$ cat config.mk
export PLATFORM = sky130hd
export DESIGN_NAME = as_uart_rx_ctrl
export DESIGN_NICKNAME = d
export VERILOG_FILES = /design/src/rtl/as_uart_rx_ctrl.sv
export SDC_FILE = /design/constraint.sdc
export NUM_CORES = 1
export LEC_CHECK = 0
export ABC_AREA = 1
export CAP_MARGIN = 10
export CORE_MARGIN = 2
export CORE_UTILIZATION = 47
export DETAILED_ROUTE_END_ITERATION = 10
export PLACE_DENSITY = 0.74
export RECOVER_POWER = 25
export SYNTH_ARGS = -nofsm -noshare
export SYNTH_HDL_FRONTEND = slang
export SYNTH_SLANG_ARGS = --single-unit
$ cat constraint.sdc
create_clock -name clk_i -period 1.13 [get_ports clk_i]
set_input_delay 0.113 -clock clk_i [delete_from_list [all_inputs] [get_ports clk_i]]
set_output_delay 0.113 -clock clk_i [all_outputs]
set_load 0.01 [all_outputs]
$ cat src/rtl/as_uart_rx_ctrl.sv
// rtl/as_uart_rx_ctrl.sv - UART receive sequencer driven by the as_br baud generator
// Synchronises rxd_i, frames start/data/stop on mid-bit ticks, holds one received byte.
module as_uart_rx_ctrl #(
  parameter int DATA_BITS   = 8,
  parameter int SYNC_STAGES = 2
) (
  input  logic                 clk_i,
  input  logic                 rst_i,
  input  logic                 rxd_i,
  input  logic                 br_i,
  input  logic                 br2_i,
  output logic                 br_start_o,
  output logic [DATA_BITS-1:0] data_o,
  output logic                 valid_o,
  input  logic                 rd_i,
  output logic                 frame_err_o,
  output logic                 overrun_o,
  output logic                 busy_o
);

  localparam int CW = $clog2(DATA_BITS + 1);

  typedef enum logic [2:0] {
    ST_IDLE,
    ST_START,
    ST_DATA,
    ST_STOP,
    ST_WAIT_HIGH
  } state_t;

  state_t                 r_state;
  logic [SYNC_STAGES-1:0] r_sync;
  logic                   r_rx_q;
  logic [DATA_BITS-1:0]   r_shift;
  logic [CW-1:0]          r_bit_cnt;
  logic [DATA_BITS-1:0]   r_data;
  logic                   r_valid;
  logic                   r_frame_err;
  logic                   r_overrun;

  logic w_rx_s;
  logic w_fall;
  logic w_load;
  logic w_stop_bad;
  logic w_unused_br;

  // The bit-boundary tick is only observed externally; sampling uses br2_i.
  assign w_unused_br = br_i;

  assign w_rx_s     = r_sync[SYNC_STAGES-1];
  assign w_fall     = r_rx_q & ~w_rx_s;
  assign w_load     = (r_state == ST_STOP) & br2_i & w_rx_s;
  assign w_stop_bad = (r_state == ST_STOP) & br2_i & ~w_rx_s;

  always_ff @(posedge clk_i or posedge rst_i) begin
    if (rst_i) begin
      r_sync <= '1;
      r_rx_q <= 1'b1;
    end else begin
      r_sync <= {r_sync[SYNC_STAGES-2:0], rxd_i};
      r_rx_q <= w_rx_s;
    end
  end

  always_ff @(posedge clk_i or posedge rst_i) begin
    if (rst_i) begin
      r_state     <= ST_IDLE;
      r_shift     <= '0;
      r_bit_cnt   <= '0;
      r_frame_err <= 1'b0;
    end else begin
      r_frame_err <= w_stop_bad;
      case (r_state)
        ST_IDLE: begin
          if (w_fall) r_state <= ST_START;
        end
        ST_START: begin
          if (br2_i) begin
            if (!w_rx_s) begin
              r_state   <= ST_DATA;
              r_bit_cnt <= '0;
            end else begin
              r_state <= ST_IDLE;
            end
          end
        end
        ST_DATA: begin
          if (br2_i) begin
            r_shift   <= {w_rx_s, r_shift[DATA_BITS-1:1]};
            r_bit_cnt <= r_bit_cnt + CW'(1);
            if (r_bit_cnt == CW'(DATA_BITS - 1)) r_state <= ST_STOP;
          end
        end
        ST_STOP: begin
          if (br2_i) r_state <= w_rx_s ? ST_IDLE : ST_WAIT_HIGH;
        end
        ST_WAIT_HIGH: begin
          // A held-low line (break) must return high before a new start is accepted.
          if (w_rx_s) r_state <= ST_IDLE;
        end
        default: r_state <= ST_IDLE;
      endcase
    end
  end

  always_ff @(posedge clk_i or posedge rst_i) begin
    if (rst_i) begin
      r_data    <= '0;
      r_valid   <= 1'b0;
      r_overrun <= 1'b0;
    end else begin
      if (w_load) begin
        r_data  <= r_shift;
        r_valid <= 1'b1;
      end else if (rd_i) begin
        r_valid <= 1'b0;
      end
      if (w_load && r_valid && !rd_i) begin
        r_overrun <= 1'b1;
      end else if (rd_i) begin
        r_overrun <= 1'b0;
      end
    end
  end

  assign br_start_o  = (r_state == ST_IDLE) & w_fall;
  assign data_o      = r_data;
  assign valid_o     = r_valid;
  assign frame_err_o = r_frame_err;
  assign overrun_o   = r_overrun;
  assign busy_o      = (r_state != ST_IDLE);

endmodule

==> flow_summary.toml <==
[floorplanning]
die_x_um = 55.55
start_util_pct = 49.95
row_count = 18
die_area_um2 = 3085
ios = 19
die_h_um = 55.55
core_region_area_um2 = 2500

[detailed_routing]
drcViolationCount = 0
dr.pass1.iters = 4
vias = 1198
wl_um = 3822
drt_iter0_drc = 34
wl_per_cell_um = 16.69
post_drt_via_cell_ratio = 5.231
drtAntennaViolNets = 0

[power]
swShare_pct = 39.70
vdd_drop_max_v = 0.001848
power_leakage_nw = 1.012
combPwrFrac_pct = 53.8
p_clk_share_pct = 13.1
intPower_mw = 2.999
power_frac_seq_pct = 33.1
powerDensity_nw_per_um2 = 2510
p_switching_mw = 1.975
p_total_mw = 4.974

[sta]
skew_ns = 0.01224
worst_pin_slew_ns = 0.6413
worst_slack_ns = -0.2530
hold_viol_final = 0
slew_viol_final = 0
finalSetupViolations = 27
period_share_pct = 122.4
grt_setup_unrepaired = "true"
whs_ns = 0.2616
clock.fmax_mhz = 723.1
relSlewSlack_pct = 57.25
min_period_ns = 1.383

[cells_and_area]
drive_above_1_share_pct = 47.24
fill_cells = 150
multiInputGateArea_um2 = 563.0
fin_util_pct = 79.28
num-nets-final = 206
diodes = 0
area_delta_synth_final_pct = 58.72
ff_latch_area_um2 = 729.5

[run_status]
failed_checks = "setup timing"
run_status = "finished, violations left"

[clocking]
clk_latency_ns = 0.33
clock-sinks = 29
cts_tree = "yes"
clk_pin_slew_ns = 0.09
cts_buffer_depth = 2
cts_buffers = 5
cts_root_buf = "clkbuf_4"
htreeDepth = 2

[global_route]
grt_pass1_vias = 1119
antenna_found_initial = 0
grt_first_pass_wirelength_um = 5078
grt-ovfl-total = 0
grt_start_max_net_pins = 19
track_usage_pct = 21.38

[synth]
synthesis.nets = 142
synth_warnings = 0
synth-seq-cells = 29
syn_area_um2 = 1249
yosysSeqAreaShare_pct = 58.42
yosysTopAreaCellShare_pct = 52.10
synthTopCellsByArea = "dfrtp_1 (52%), nand2_1 (11%), dfstp_2 (6.3%)"
synth_top_cell_by_area = "dfrtp_1"
syn_avg_cell_area_um2 = 9.250
synth_cells = 135
synth.distinct_cells = 21

[worst_setup_path]
critPathArrivalTime_ns = 1.61
reg2regPathDepth = 7
critPathMaxFanout = 8
required_ns = 1.36
startpoint_type = "flop"
endpoint_kind = "flop"
crit_type = "flop to flop"

[placed_design]
post-dp-hpwl_um = 1825
portBuffers = 17
gp_congestion = 0.7606

[worst_hold_path]
hp-class = "input pin to async pin"

[job]
cap_viol_max_count = 0
-- path summary, 6_finish.rpt --
path | from | to | slack, ns
worst max-delay path | r_sync[1] | data_o[4] | -0.25
worst min-delay path | rst_i | data_o[4] | 0.26
worst max register to register | r_sync[1] | data_o[4] | -0.25
max in group asynchronous | rst_i | r_bit_cnt[1] | 0.31
worst min register to register | r_sync[0] | r_sync[1] | 0.36
min in group clk_i | rxd_i | r_sync[0] | 0.33
-- Yosys cell counts (all sizes together) --
| master | count |
|---|---|
| dfrtp | 26 |
| xnor2 | 1 |
| nand2 | 40 |
| nor3 | 1 |
| nand4 | 3 |
| dfstp | 3 |
| nor2 | 14 |
| o21ai | 16 |
| ha | 1 |
| or2 | 1 |
| inv | 18 |
| buf | 2 |
| a21oi | 1 |
| nand3 | 8 |
-- kinds of logic after synthesis --
group / share of synthesized area [%]
adder cells (fa/ha/maj): 1.002
flip-flops: 58.42
AND/OR/NAND/NOR: 24.35
XOR/XNOR: 0.7015
buffers and inverters: 6.914
AO/OA/AOI/OAI: 8.617
-- final cells by class --
type / instances / share of cell area (%)
sequential: 29 / 36.81
multi-input combinational: 86 / 28.41
timing repair buffer: 58 / 25.88
inverter: 18 / 3.788
clock buffer: 7 / 2.778
tap: 30 / 1.894
timing repair inverter: 1 / 0.4419
-- what timing repair did --
action | in CTS | in global routing
setup endpoints to repair | 37 | 37
resized for setup | 45 | 50
buffers inserted | 11 | 13
gates cloned | 1 | 1
hold buffers | 0 | 0
pin swaps | 14 | 12
-- metrics by stage --
stage	cell area [µm²]	setup slack [ns]	cells	TNS, ns
global route	1982	-0.3176	229	-6.468
detailed placement	1588	-0.2377	200	-4.600
CTS	1763	-0.1912	217	-3.664
global placement	1588	-0.1833	200	-3.628
floorplan	1249	-0.1032	135	-0.6298
finish	1982	-0.2530	229	-4.985
-- flip-flops by register name, summed over array words and instances (netlist names) --
signal,flops
data_o,8
frame_err_o,1
overrun_o,1
r_bit_cnt,4
r_rx_q,1
r_shift,8
r_state,3
r_sync,2
valid_o,1
-- metal layers --
metal | share of wire, % | track usage, % | vias up
li1 | - | - | 551
met1 | 39 | 26.65 | 596
met2 | 53 | 35.20 | 40
met3 | 4.9 | 5.386 | 11
met4 | 2.6 | 9.059 | 0
met5 | 0 | 0 | -
-- critical path, cell delays in order (launching register included) --
cell and delay (ns):
dfstp_2 0.56, buf_6 0.11, nand3_4 0.08, nor3_4 0.13, buf_6 0.16, clkinv_4 0.09
nand2_1 0.10, o21ai_2 0.07
-- cells in the final DEF (no fill, tap or decap) --
| master | synthesis | routed |
|---|---|---|
| nand3_4 | 0 | 1 |
| nand2_1 | 38 | 24 |
| nand4_1 | 3 | 3 |
| o21ai_0 | 10 | 1 |
| nor2_1 | 12 | 6 |
| a21oi_2 | 0 | 1 |
| nand3_1 | 7 | 6 |
| clkbuf_8 | 0 | 1 |
| inv_1 | 15 | 15 |
| inv_4 | 0 | 1 |
| buf_6 | 1 | 13 |
| nand2_4 | 0 | 6 |
| nand3_2 | 1 | 1 |
| dfrtp_1 | 26 | 26 |
| buf_4 | 1 | 28 |
| or2_1 | 0 | 1 |
| nor2_2 | 1 | 4 |
| inv_2 | 3 | 1 |
| dfstp_2 | 3 | 3 |
| inv_6 | 0 | 1 |
| clkinv_4 | 0 | 1 |
| clkbuf_4 | 0 | 5 |
| dlygate4sd3_1 | 0 | 2 |
| clkdlybuf4s50_1 | 0 | 2 |
| o21ai_1 | 0 | 4 |
| ha_1 | 1 | 1 |
| o21ai_2 | 6 | 11 |
| nor2_4 | 1 | 4 |
| xnor2_1 | 1 | 1 |
| buf_2 | 0 | 1 |
| nor3_4 | 1 | 1 |
| clkbuf_1 | 0 | 2 |
| dlygate4sd2_1 | 0 | 2 |
| nand2_2 | 2 | 10 |
| clkdlybuf4s15_1 | 0 | 9 |
-- power by group through the flow --
stage | Sequential [mW] | Combinational [mW] | Clock (mW)
detailed placement | 1.61 | 1.69 | 0
finish | 1.65 | 2.68 | 0.651
global placement | 1.59 | 1.62 | 0
global route | 1.68 | 2.85 | 0.697
floorplan | 1.69 | 0.793 | 0
CTS | 1.60 | 2.00 | 0.650
(Power assumes the default switching activity.)
